File: config.mk
export PLATFORM = sky130hd
export DESIGN_NAME = spm_clear_ctrl
export DESIGN_NICKNAME = d
export VERILOG_FILES = /design/src/rtl/spm_clear_ctrl_pkg.sv /design/src/rtl/spm_clear_ctrl_counter.sv /design/src/rtl/spm_clear_ctrl.sv
export SDC_FILE = /design/constraint.sdc
export NUM_CORES = 1
export LEC_CHECK = 0
export CAP_MARGIN = 10
export CORE_AREA = 5 5 114 116
export DETAILED_ROUTE_END_ITERATION = 8
export DIE_AREA = 0 0 119 121
export GPL_TIMING_DRIVEN = 0
export PLACE_DENSITY = 0.61
export SLEW_MARGIN = 40
export SYNTH_ARGS = -nofsm -noshare
export SYNTH_HDL_FRONTEND = slang
export SYNTH_SLANG_ARGS = --single-unit
File: constraint.sdc
create_clock -name clk_i -period 2.1 [get_ports clk_i]
set_clock_uncertainty 0.2 [all_clocks]
set_input_delay 0.315 -clock clk_i [delete_from_list [all_inputs] [get_ports clk_i]]
set_output_delay 0.315 -clock clk_i [all_outputs]
set_load 0.02 [all_outputs]
File: src/rtl/spm_clear_ctrl_pkg.sv
// Shared constants for the SPM bank clear sequencer: FSM encoding and reset-state selection.
package spm_clear_ctrl_pkg;

    localparam logic [0:0] ST_IDLE  = 1'b0;
    localparam logic [0:0] ST_CLEAR = 1'b1;

    function automatic logic [0:0] reset_state(input logic clear_on_reset);
        return clear_on_reset ? ST_CLEAR : ST_IDLE;
    endfunction

endpackage

File: src/rtl/spm_clear_ctrl_counter.sv
// Clear-sweep address counter: held at zero while cleared, steps when enabled,
// and wraps to zero after the terminal value instead of at 2^width.
module spm_clear_ctrl_counter #(
    parameter int unsigned Width    = 10,
    parameter int unsigned MaxValue = 1023
) (
    input  logic             clk,
    input  logic             rst_n,
    input  logic             clear,
    input  logic             en,
    output logic [Width-1:0] count,
    output logic             last
);

    localparam logic [Width-1:0] LastValue = Width'(MaxValue);

    logic [Width-1:0] count_r;
    logic             last_s;

    assign last_s = (count_r == LastValue);

    // Address register: zero on clear or after the last word, otherwise increment
    always_ff @(posedge clk or negedge rst_n) begin
        if (!rst_n) begin
            count_r <= {Width{1'b0}};
        end else if (clear) begin
            count_r <= {Width{1'b0}};
        end else if (en) begin
            if (last_s) begin
                count_r <= {Width{1'b0}};
            end else begin
                count_r <= count_r + Width'(1'b1);
            end
        end
    end

    assign count = count_r;
    assign last  = last_s;

endmodule

File: src/rtl/spm_clear_ctrl.sv
// Arbiter/sequencer in front of one latency-1 SRAM bank: passes external requests
// through in IDLE and takes the bank over to zero-fill every word in CLEAR.
module spm_clear_ctrl
    import spm_clear_ctrl_pkg::*;
#(
    parameter int unsigned NumWords     = 1024,
    parameter int unsigned DataWidth    = 64,
    parameter logic        ClearOnReset = 1'b0,
    parameter int unsigned AddrWidth    = $clog2(NumWords)
) (
    input  logic                   clk_i,
    input  logic                   rst_ni,
    input  logic                   clear_req_i,
    output logic                   clear_busy_o,
    output logic                   clear_done_o,
    input  logic                   mem_req_i,
    output logic                   mem_gnt_o,
    input  logic [AddrWidth-1:0]   mem_addr_i,
    input  logic                   mem_we_i,
    input  logic [DataWidth-1:0]   mem_wdata_i,
    input  logic [DataWidth/8-1:0] mem_strb_i,
    output logic                   mem_rvalid_o,
    output logic [DataWidth-1:0]   mem_rdata_o,
    output logic                   sram_req_o,
    output logic                   sram_we_o,
    output logic [AddrWidth-1:0]   sram_addr_o,
    output logic [DataWidth-1:0]   sram_wdata_o,
    output logic [DataWidth/8-1:0] sram_be_o,
    input  logic [DataWidth-1:0]   sram_rdata_i
);

    localparam int unsigned StrbWidth = DataWidth / 8;

    logic [0:0]           state_r;
    logic [0:0]           state_next_s;
    logic                 in_clear_s;
    logic                 clr_last_s;
    logic [AddrWidth-1:0] clr_addr_q;
    logic                 rvalid_r;
    logic                 done_r;

    assign in_clear_s = (state_r == ST_CLEAR);

    // Holding the counter cleared throughout IDLE guarantees every sweep starts at word 0
    spm_clear_ctrl_counter #(
        .Width    (AddrWidth),
        .MaxValue (NumWords - 1)
    ) u_clr_cnt (
        .clk   (clk_i),
        .rst_n (rst_ni),
        .clear (~in_clear_s),
        .en    (in_clear_s),
        .count (clr_addr_q),
        .last  (clr_last_s)
    );

    // Next-state logic: clear requests are only honoured from IDLE
    always_comb begin
        state_next_s = state_r;
        case (state_r)
            ST_IDLE: begin
                if (clear_req_i) begin
                    state_next_s = ST_CLEAR;
                end else begin
                    state_next_s = ST_IDLE;
                end
            end
            ST_CLEAR: begin
                if (clr_last_s) begin
                    state_next_s = ST_IDLE;
                end else begin
                    state_next_s = ST_CLEAR;
                end
            end
            default: state_next_s = ST_IDLE;
        endcase
    end

    // SRAM port mux: clear writes own the bank in CLEAR, external port otherwise
    always_comb begin
        sram_req_o   = mem_req_i;
        sram_we_o    = mem_we_i;
        sram_addr_o  = mem_addr_i;
        sram_wdata_o = mem_wdata_i;
        sram_be_o    = mem_strb_i;
        if (in_clear_s) begin
            sram_req_o   = 1'b1;
            sram_we_o    = 1'b1;
            sram_addr_o  = clr_addr_q;
            sram_wdata_o = {DataWidth{1'b0}};
            sram_be_o    = {StrbWidth{1'b1}};
        end else begin
            sram_req_o   = mem_req_i;
            sram_we_o    = mem_we_i;
            sram_addr_o  = mem_addr_i;
            sram_wdata_o = mem_wdata_i;
            sram_be_o    = mem_strb_i;
        end
    end

    // State, response-valid and done-pulse registers
    always_ff @(posedge clk_i or negedge rst_ni) begin
        if (!rst_ni) begin
            state_r  <= reset_state(ClearOnReset);
            rvalid_r <= 1'b0;
            done_r   <= 1'b0;
        end else begin
            state_r  <= state_next_s;
            rvalid_r <= mem_req_i & ~in_clear_s;
            done_r   <= in_clear_s & clr_last_s;
        end
    end

    assign mem_gnt_o    = ~in_clear_s;
    assign clear_busy_o = in_clear_s;
    assign clear_done_o = done_r;
    assign mem_rvalid_o = rvalid_r;
    assign mem_rdata_o  = sram_rdata_i;

endmodule
Word level (Yosys, flattened, before mapping)
Cells that the tools add are included.
{ "word_totals": {"regBits": 13, "out_inout_bits": 152, "elab_cells": 19, "input_bits": 151} }
{ "classes": {"n_addsub": 1, "bitwise_logic": 3, "muxes": 10, "n_eq_ne": 1} }
{ "op_table": {"columns": ["cell", "n"], "rows": [
  ["two-way mux 64 bit", 1],
  ["two-way mux 10 bit", 3],
  ["adder 10 x 1 -> 10 bit, second input constant", 1],
  ["== test 10 bit, second input constant", 1],
  ["two-way mux 8 bit", 1],
  ["two-way mux 1 bit", 4],
  ["bitwise AND 1 bit", 2],
  ["one-hot mux 1 bit (2 select lines)", 1],
  ["NOT 1 bit", 1]
]} }

Depth between registers and ports, before layout
Gate-level depths: netlist (run 1).
{ "depth": {"word_depth": 3, "depth_mapped": 5, "ltp_nobuf": 4} }

By module
From an unflattened synthesis (run 1), not the netlist that was laid out.
{ "hier_totals": {"hier_cells": 227, "area_unflattened_um2": 1846.8} }
{ "by_module_without_submodules": {"columns": ["module", "seq_area_each_um2", "cells_per_inst", "n_inst", "area_per_inst_um2"], "rows": [
  ["spm_clear_ctrl", 75.1, 166, 1, 1283.7],
  ["spm_clear_ctrl_counter", 250.2, 61, 1, 563.0]
]} }

Worst setup path after synthesis (run 1)
No wires, ideal clock.
{ "synth_timing": {"path_type": "reg2out", "from": "register state_r, in the netlist clear_busy_o", "to": "output port sram_be_o[0]", "path_stages_with_launch": 5, "setup_slack_ns": 0.244, "required_ns": 1.585, "arrival_ns": 1.341, "n_path_buf": 3, "path_cell_list": "dfrtp_1 buf_2 buf_2 clkbuf_1 or2_2"} }
{ "synth_between": {"elab_chain_len": 1} }
{ "synth_lines": {"columns": ["item", "line", "text"], "rows": [
  ["from (decl)", "spm_clear_ctrl.sv:34", "logic [0:0] state_r;"],
  ["from (signal assigned)", "spm_clear_ctrl.sv:104", "state_r <= reset_state(ClearOnReset);"],
  ["from (signal assigned)", "spm_clear_ctrl.sv:108", "state_r <= state_next_s;"],
  ["two-way mux 8 bit", "spm_clear_ctrl.sv:86", "if (in_clear_s) begin"],
  ["to (decl)", "spm_clear_ctrl.sv:28", "output logic [DataWidth/8-1:0] sram_be_o,"]
]} }
Every way passes these cells.

Worst setup path after layout (run 1)
{ "layout_timing": {"from": "register state_r, in the netlist clear_busy_o", "to": "output port sram_be_o[7]"} }
The elaborated chain is that of the path after synthesis.

==> results.py, run 1 <==
metrics = {
    "die": {
        "io_pins": 303,
        "die_w_um": 119,
        "die_h_um": 121,
        "core.rowCount": 40,
        "core_um2": 11800,
        "die_area_um2": 14400,
        "initial_core_util": 0.144,
    },
    "sta": {
        "fmax_mhz": 491,
        "fin_hold_ws_ns": 0.257,
        "finalSetupTns_ns": 0,
        "hold_viol": 0,
        "period_share": 0.970,
        "layout_min_cycle_time_ns": 2.04,
        "setup-violations-final": 0,
        "slew_viol_final": 0,
        "worstMarginPinSlew_ns": 0.607,
        "relSlewSlack": 0.594,
    },
    "setup_path": {
        "cp_max_fo": 10,
        "crit_type": "flop to output port",
        "startpoint_type": "flop",
        "cp.arrival_ns": 1.52,
        "worstSetupEndpointType": "output port",
        "cp.required_ns": 1.58,
    },
    "global_routing": {
        "grt_overflow": 0,
        "grt_max_degree": 14,
        "grt.total_usage": 0.126,
        "antenna_found_initial": 0,
        "grt_pass1_vias": 2376,
        "grt_pass1_wl_mm": 14.3,
    },
    "synthesis": {
        "seq_area_frac_synth": 0.191,
        "synth_fa_ha_area_frac": 0.00735,
        "synthMuxAreaShare": 0.0529,
        "synth_edf_count": 0,
        "synth_top_area_share": 0.282,
        "synth_top_cell_by_area": "buf_4",
        "synth_common_cells": "nor2b_1 (65), buf_4 (64), dfrtp_1 (13)",
        "netlist_area_um2": 1700,
        "synthTopCellsByArea": "buf_4 (28%), nor2b_1 (24%), dfrtp_1 (19%)",
        "avgSynthCellArea_um2": 7.81,
        "syn-num-nets": 370,
        "postSynthCellCount": 218,
        "synth_xor_xnor_area_share": 0.0154,
        "yosys.area_share.simple": 0.353,
        "yosysWarnings": 0,
        "synth_compound_area_frac": 0.0573,
        "synth_top_flop_cell": "dfrtp_1",
        "yosysUniqueCellTypes": 29,
        "synth_most_common_cell": "nor2b_1",
        "synth-seq-cells": 13,
        "synth-async-reset-ratio": 1.00,
        "synth_top_family_by_area": "simple AND/OR/NAND/NOR gates",
    },
    "detailed_routing": {
        "drt_iter0_drc": 52,
        "first_pass_iters": 4,
        "antenna_left": 0,
        "viasPerCell": 3.82,
        "wl_per_cell_um": 16.5,
        "drc": 0,
        "vias": 2325,
        "wirelength_mm": 10.0,
    },
    "clock_network": {
        "cts_tree": "built",
        "cts.sinks": 13,
        "hold_buffers": 0,
        "h-tree-depth": 1,
        "cts_root_buf": "clkbuf_16",
        "cts_buffers": 3,
        "clk_path_buf_depth": 2,
        "path_clk_slew_ns": 0.05,
        "clk-insertion-delay-late_ns": 0.24,
    },
    "flow_run": {
        "cap_violations": 0,
    },
    "placement": {
        "place_hpwl_mm": 8.83,
        "gp_congestion": 0.802,
        "io_buffers": 238,
    },
    "power": {
        "p_leak_nw": 1.99,
        "vdd.ir_drop.worst_v": 0.000431,
        "power_density_nw_per_um2": 390,
    },
    "layout": {
        "fin_nets": 615,
        "antennaDiodeCount": 0,
        "drive_above_1_share": 0.279,
        "area_growth_pct": 148,
    },
    "status": {
        "outcome": "finished clean",
    },
    "hold_path": {
        "hold_class": "primary input to async pin",
    },
}
## flip-flops by register name, summed over array words and instances, names as in the netlist
signal           cells
u_clr_cnt.count     10
clear_done_o         1
mem_rvalid_o         1
clear_busy_o         1
## area by class of cell
cell class              count  area (um^2)
plain buffers              75          576
clock buffers               3         75.1
clock inverters             1         5.00
fillers                  1243         7590
inverters                   5         18.8
multi-input cells         125          827
flip-flops and latches     13          325
well taps                 147          184
repair buffers            240         2210
## layout by cell type (no fill, tap or decap), drive strengths merged
| cell type | n |
|---|---|
| clkdlybuf4s50 | 153 |
| buf | 81 |
| nor2b | 65 |
| dlygate4sd2 | 57 |
| clkbuf | 22 |
| dfrtp | 13 |
| or2 | 10 |
| mux2 | 8 |
| nor2 | 7 |
| o21ai | 6 |
| inv | 5 |
| a21oi | 5 |
| nand3 | 5 |
| clkdlybuf4s15 | 5 |
| nand2 | 4 |
| or3 | 3 |
| xor2 | 2 |
| o31ai | 2 |
| or4 | 1 |
| nand4 | 1 |
| xnor2 | 1 |
| nor4 | 1 |
| nand4b | 1 |
| and2 | 1 |
| o32a | 1 |
| ha | 1 |
| clkinv | 1 |
## worst max-delay path, stage by stage, from the launching register on
cell      delay, ns
dfrtp_1        0.38
buf_6          0.15
buf_8          0.15
clkbuf_8       0.16
or2_2          0.29
buf_2          0.16
## metrics by stage
step | instances | instance area, um^2 | worst slack (ns) | total power, mW | util
finish | 609 | 4220 | 0.0634 | 1.65 | 0.358
global route | 609 | 4220 | -0.00256 | 1.75 | 0.358
CTS | 608 | 4270 | 0.00578 | 1.69 | 0.362
detailed placement | 603 | 4270 | -0.507 | 1.35 | 0.361
global placement | 603 | 4270 | -0.492 | 1.33 | 0.361
floorplan | 218 | 1700 | 0.244 | 0.876 | -
## final timing paths
| kind | startpoint | end | slack [ns] | cells past startpoint |
|---|---|---|---|---|
| max in group asynchronous | rst_ni | clear_done_o | 1.05 | 1 |
| min reg2reg | u_clr_cnt.count[0] | u_clr_cnt.count[0] | 0.35 | 1 |
| min in group clk_i | u_clr_cnt.count[0] | u_clr_cnt.count[0] | 0.35 | 1 |
| max reg2reg | u_clr_cnt.count[1] | clear_busy_o | 0.31 | 4 |
| min | rst_ni | u_clr_cnt.count[2] | 0.26 | 1 |
| max | clear_busy_o | sram_be_o[7] | 0.06 | 5 |
## where the power goes
part,switching [mW],internal (mW),leakage [nW]
clock,0.107,0.253,0.0409
sequential,0.0979,0.316,0.163
combinational,0.363,0.508,1.79
total,0.568,1.08,1.99
## logic make-up after synthesis
group | Yosys count
AOI/OAI and AO/OA | 14
xor gates and xnor gates | 3
adders and majority gates | 1
buffers and inverters | 80
muxes | 8
DFF | 13
and+or+nand+nor | 99
## what timing repair did
item                       in CTS  in global routing
cloned                          0                  0
setup endpoints to repair      85                 68
buffers inserted                1                  1
resized for setup             147                 26
## metal layers
layer  up-vias  global-route usage  wire, um
li1       1109                   -         -
met3         8              0.0443       888
met5         -                   0         0
met1      1059               0.151      3940
met4         0              0.0196       125
met2       149               0.219      5090
Power figures use the tool's default switching activity.
==> run 2: changes to the inputs <==
--- a/config.mk
+++ b/config.mk
@@ -6,11 +6,11 @@
 export NUM_CORES = 1
 export LEC_CHECK = 0
 export CAP_MARGIN = 10
-export CORE_AREA = 5 5 114 116
+export CORE_AREA = 5 5 113 115
 export DETAILED_ROUTE_END_ITERATION = 8
-export DIE_AREA = 0 0 119 121
+export DIE_AREA = 0 0 118 120
 export GPL_TIMING_DRIVEN = 0
-export PLACE_DENSITY = 0.61
+export PLACE_DENSITY = 0.64
 export SLEW_MARGIN = 40
 export SYNTH_ARGS = -nofsm -noshare
 export SYNTH_HDL_FRONTEND = slang
==> constraint.sdc (replaced) <==
create_clock -name clk_i -period 1.75 [get_ports clk_i]
set_clock_uncertainty 0.2 [all_clocks]
set_input_delay 0.2625 -clock clk_i [delete_from_list [all_inputs] [get_ports clk_i]]
set_output_delay 0.2625 -clock clk_i [all_outputs]
set_load 0.02 [all_outputs]
==> run 2 against run 1 <==
The flow now finishes with violations (setup timing). Largest power group unchanged. Design area is 18% higher. Global-route usage hardly changed. First-iteration DRC count is 40% higher. Sequential share of layout area is 1.1 points lower. Sequential power is 23% higher. Via count is 3.1% higher. Die area is 1.7% lower.
==> results.py, run 2 (same netlist as run 1, synthesis figures left out) <==
metrics = {
    "setup_path": {
        "crit_start": "clear_busy_o",
        "cp.required_ns": 1.29,
        "reg2reg_depth": 6,
        "r2r-end": "clear_busy_o",
        "rrSetupSlack_ns": 0.08,
        "cp.arrival_ns": 1.44,
        "worstSetupEndpointType": "output port",
        "startpoint_type": "flop",
        "cp_max_fo": 6,
        "r2r-start": "clear_busy_o",
        "crit_type": "flop to output port",
    },
    "detailed_routing": {
        "antenna_left": 0,
        "wirelength_mm": 10.2,
        "drt_iter0_drc": 73,
        "wl_per_cell_um": 16.4,
        "viasPerCell": 3.87,
        "first_pass_iters": 4,
        "vias": 2398,
        "drc": 0,
    },
    "die": {
        "io_pins": 303,
        "die_w_um": 118,
        "die_h_um": 120,
        "core_um2": 11700,
        "die_area_um2": 14200,
        "core.rowCount": 40,
        "initial_core_util": 0.145,
    },
    "clock_network": {
        "clk_path_buf_depth": 2,
        "cts_root_buf": "clkbuf_16",
        "clk-insertion-delay-late_ns": 0.24,
        "h-tree-depth": 1,
        "cts.sinks": 13,
        "cts_buffers": 3,
        "cts_tree": "built",
        "hold_buffers": 0,
        "path_clk_slew_ns": 0.05,
    },
    "global_routing": {
        "grt_pass1_wl_mm": 14.4,
        "antenna_found_initial": 0,
        "grt.total_usage": 0.126,
        "grt_pass1_vias": 2554,
        "grt_overflow": 0,
        "grt_max_degree": 14,
    },
    "sta": {
        "setup-violations-final": 74,
        "worstMarginPinSlew_ns": 0.641,
        "layout_min_cycle_time_ns": 1.90,
        "relSlewSlack": 0.571,
        "hold_viol": 0,
        "finalWorstSetupSlack_ns": -0.151,
        "slew_viol_final": 0,
        "fmax_mhz": 526,
        "period_share": 1.09,
        "rsz0062_at_grt": "yes",
    },
    "placement": {
        "pre_cts_ws_ns": -0.641,
        "dp_cells": 603,
        "place_hpwl_mm": 8.36,
        "io_buffers": 238,
        "gp_congestion": 0.827,
    },
    "layout": {
        "fillers": 1136,
        "final_common_cell": "clkdlybuf4s50_1",
        "antennaDiodeCount": 0,
        "fin_nets": 626,
        "stdcell_count": 620,
        "area_growth_pct": 194,
        "most-common-layout-cells": "clkdlybuf4s50_1 (153), buf_4 (108), buf_6 (49)",
        "drive_above_1_share": 0.531,
        "largest_register_ffs": 10,
        "final_core_util": 0.427,
    },
    "power": {
        "power_mw": 2.17,
        "vdd.ir_drop.worst_v": 0.000520,
        "p_leak_nw": 2.24,
        "power_density_nw_per_um2": 434,
    },
    "hold_path": {
        "hold_class": "primary input to async pin",
    },
    "status": {
        "outcome": "finished with violations",
        "violations": "setup timing",
    },
    "flow_run": {
        "cap_violations": 0,
    },
}
run 2: cell types whose count changed in the layout (fill, tap and decap cells not counted), sizes merged:
cell,before,now
clkdlybuf4s15,5,0
buf,81,164
inv,5,4
clkinvlp,0,1
clkbuf,22,12
dlygate4sd2,57,0
run 2: worst max-delay path by stage:
stage                            end  cells after the start
CTS                     sram_be_o[0]                      5
detailed placement        sram_req_o                      5
global placement          sram_req_o                      5
finish                  sram_be_o[7]                      5
floorplan           sram_wdata_o[57]                      4
global route            sram_be_o[7]                      5
run 2: metrics by stage:
step	hold slack, ns	TNS [ns]	instance area [um^2]
2_1_floorplan	-0.233	-0.0879	1710
3_3_place_gp	0.327	-33.12	4280
3_5_place_dp	0.330	-33.40	4280
4_1_cts	0.232	-4.04	4410
5_1_grt	0.255	-9.25	5000
6_report	0.216	-4.07	5000
run 2: where the power goes:
part,total [mW],switching [mW],leakage (nW),internal [mW]
logic,1.22,0.465,2.04,0.753
clock network,0.442,0.137,0.0409,0.305
registers,0.509,0.127,0.161,0.382
total,2.17,0.729,2.24,1.44
run 2: what timing repair did:
item / 4_1_cts / 5_1_grt
endpoints found under the hold margin: 0 / 0
setup endpoints to repair: 87 / 93
setup buffers: 1 / 5
pin swaps: 4 / 2
gates resized for setup: 484 / 121
gates cloned: 3 / 4
run 2: per-layer routing:
layer / global-route usage / vias to the layer above / part of all wire
met5: 0 / - / 0
met4: 0.0151 / 0 / 0.0034
met3: 0.0424 / 2 / 0.082
met2: 0.220 / 166 / 0.52
met1: 0.155 / 1100 / 0.39
li1: - / 1130 / -
run 2: cell type report:
cell class / count / area, um^2 / area share
Sequential cell: 13 / 328 / 0.0655
Multi-Input combinational cell: 125 / 1180 / 0.235
Clock inverter: 1 / 5.00 / 0.00100
Timing Repair Buffer: 251 / 2550 / 0.510
Clock buffer: 3 / 75.1 / 0.0150
Buffer: 75 / 657 / 0.131
Tap cell: 147 / 184 / 0.0368
Inverter: 5 / 22.5 / 0.00450
run 2: critical path, stage by stage, from the launching register on:
cell and delay (ns):
dfrtp_1 0.39, buf_6 0.16, buf_12 0.14, clkbuf_16 0.14, or2_4 0.22, buf_6 0.13
==> run 3: changes to the inputs <==
--- a/config.mk
+++ b/config.mk
@@ -6,11 +6,11 @@
 export NUM_CORES = 1
 export LEC_CHECK = 0
 export CAP_MARGIN = 10
-export CORE_AREA = 5 5 113 115
+export CORE_AREA = 2 2 117 119
 export DETAILED_ROUTE_END_ITERATION = 8
-export DIE_AREA = 0 0 118 120
+export DIE_AREA = 0 0 119 121
 export GPL_TIMING_DRIVEN = 0
-export PLACE_DENSITY = 0.64
+export PLACE_DENSITY = 0.58
 export SLEW_MARGIN = 40
 export SYNTH_ARGS = -nofsm -noshare
 export SYNTH_HDL_FRONTEND = slang
==> run 3 against run 2 <==
The flow still finishes with violations (setup timing). Count of clock-buffer cells in the layout up 1. Critical path depth unchanged. Sequential power down 1%. Wire length fell by 10%.
==> results.py, run 3 (same netlist as run 1, synthesis figures left out) <==
metrics = {
    "sta": {
        "relSlewSlack": 0.589,
        "finalSetupTns_ns": -3.99,
        "period_share": 1.09,
        "hold_viol": 0,
        "rsz0062_at_grt": "yes",
        "slew_viol_final": 0,
        "finalWorstSetupSlack_ns": -0.158,
        "layout_min_cycle_time_ns": 1.91,
        "worstMarginPinSlew_ns": 0.615,
        "fin_hold_ws_ns": 0.214,
        "fmax_mhz": 524,
        "setup-violations-final": 71,
    },
    "setup_path": {
        "cp_slowest_cell": "dfrtp_1",
        "cp_num_buf_inv": 4,
        "startpoint_type": "flop",
        "cp.depth": 5,
        "cp_max_fo": 6,
        "worstSetupEndpointType": "output port",
        "cpPeakStageDelay_ns": 0.41,
        "cp_top_family": "buffers and inverters",
        "cp.arrival_ns": 1.45,
        "cp.required_ns": 1.29,
        "path_cells": "buf_6 -> buf_16 -> clkbuf_16 -> or2_4 -> buf_6",
        "crit_top_cell": "buf_6",
        "crit_type": "flop to output port",
        "reg2reg_depth": 4,
    },
    "die": {
        "initial_core_util": 0.130,
        "die_w_um": 119,
        "die_h_um": 121,
        "core.rowCount": 42,
        "core_um2": 13100,
        "die_area_um2": 14400,
        "io_pins": 303,
    },
    "global_routing": {
        "grt.total_usage": 0.111,
        "grt_pass1_wl_mm": 12.8,
        "use_met2": 0.232,
        "grt_max_degree": 14,
        "antenna_found_initial": 0,
        "grtUsageMet3": 0.0296,
        "met1_usage": 0.115,
        "grt_pass1_vias": 2318,
        "busiest_layer": "met2",
        "grt_overflow": 0,
    },
    "clock_network": {
        "h-tree-depth": 1,
        "clk_path_buf_depth": 2,
        "hold_buffers": 0,
        "cts_root_buf": "clkbuf_16",
        "cts_tree": "built",
        "clk-insertion-delay-late_ns": 0.24,
        "cts.sinks": 13,
        "cts_buffers": 3,
        "path_clk_slew_ns": 0.04,
    },
    "power": {
        "power_density_nw_per_um2": 416,
        "p_leak_nw": 2.27,
        "power_mw": 2.11,
        "vdd.ir_drop.worst_v": 0.000543,
    },
    "detailed_routing": {
        "antenna_left": 0,
        "drc": 0,
        "wl_per_cell_um": 14.0,
        "viasPerCell": 3.65,
        "vias": 2373,
        "wirelength_mm": 9.14,
        "drt_iter0_drc": 56,
        "first_pass_iters": 5,
    },
    "layout": {
        "final_core_util": 0.388,
        "antennaDiodeCount": 0,
        "most-common-layout-cells": "clkdlybuf4s50_1 (152), buf_4 (101), buf_6 (54)",
        "largest_register_ffs": 10,
        "area_growth_pct": 198,
        "drive_above_1_share": 0.516,
        "fin_nets": 628,
        "final_common_cell": "clkdlybuf4s50_1",
    },
    "status": {
        "outcome": "finished with violations",
        "violations": "setup timing",
    },
    "placement": {
        "io_buffers": 238,
        "place_hpwl_mm": 7.43,
        "gp_congestion": 0.719,
    },
    "flow_run": {
        "cap_violations": 0,
    },
    "hold_path": {
        "hold_class": "primary input to async pin",
    },
}
## run 3: cell count changes in the layout (fill, tap and decap cells not counted), sizes merged
cell / change
clkbuf: +1
dlygate4sd2: +1
buf: +2
inv: +1
clkdlybuf4s50: -1
clkinv: -1
clkinvlp: -1
## run 3: power breakdown
group	leakage [nW]	internal (mW)	total, mW	switching (mW)
sequential	0.162	0.380	0.502	0.122
combinational	2.07	0.735	1.19	0.451
clock	0.0382	0.306	0.424	0.117
total	2.27	1.42	2.11	0.690
## run 3: per-stage QoR
stage | cell area (um^2) | worst slack, ns | cells
6_report | 5080 | -0.158 | 651
5_1_grt | 5080 | -0.221 | 651
3_5_place_dp | 4320 | -0.701 | 632
3_3_place_gp | 4320 | -0.708 | 632
4_1_cts | 4460 | -0.182 | 642
2_1_floorplan | 1710 | -0.0146 | 218
## run 3: path summary, 6_finish.rpt
check	from	to	slack (ns)
worst max-delay path	clear_busy_o	sram_we_o	-0.16
worst max register to register	u_clr_cnt.count[1]	u_clr_cnt.count[8]	0.11
max in group asynchronous	rst_ni	u_clr_cnt.count[0]	0.70
worst min-delay path	rst_ni	u_clr_cnt.count[3]	0.21
worst min register to register	u_clr_cnt.count[0]	u_clr_cnt.count[0]	0.32
min in group clk_i	u_clr_cnt.count[0]	u_clr_cnt.count[0]	0.32
## run 3: area by class of cell
| class | count | area (um^2) |
|---|---|---|
| Timing Repair Buffer | 253 | 2620 |
| Multi-Input combinational cell | 125 | 1150 |
| Inverter | 5 | 18.8 |
| Fill cell | 1268 | 8010 |
| Tap cell | 176 | 220 |
| Clock buffer | 4 | 78.8 |
| Buffer | 75 | 661 |
| Sequential cell | 13 | 327 |
## run 3: repair_timing
| action | CTS | global route |
|---|---|---|
| setup buffers | 2 | 4 |
| gates cloned | 4 | 5 |
| resized for setup | 478 | 123 |
| pin swaps | 4 | 6 |
| endpoints found under the setup margin | 85 | 90 |
## run 3: per-layer routing
layer / vias up / wire length (um)
met2: 144 / 5310
met1: 1084 / 3080
met5: - / 0
met4: 0 / 53
met3: 6 / 697
li1: 1139 / -
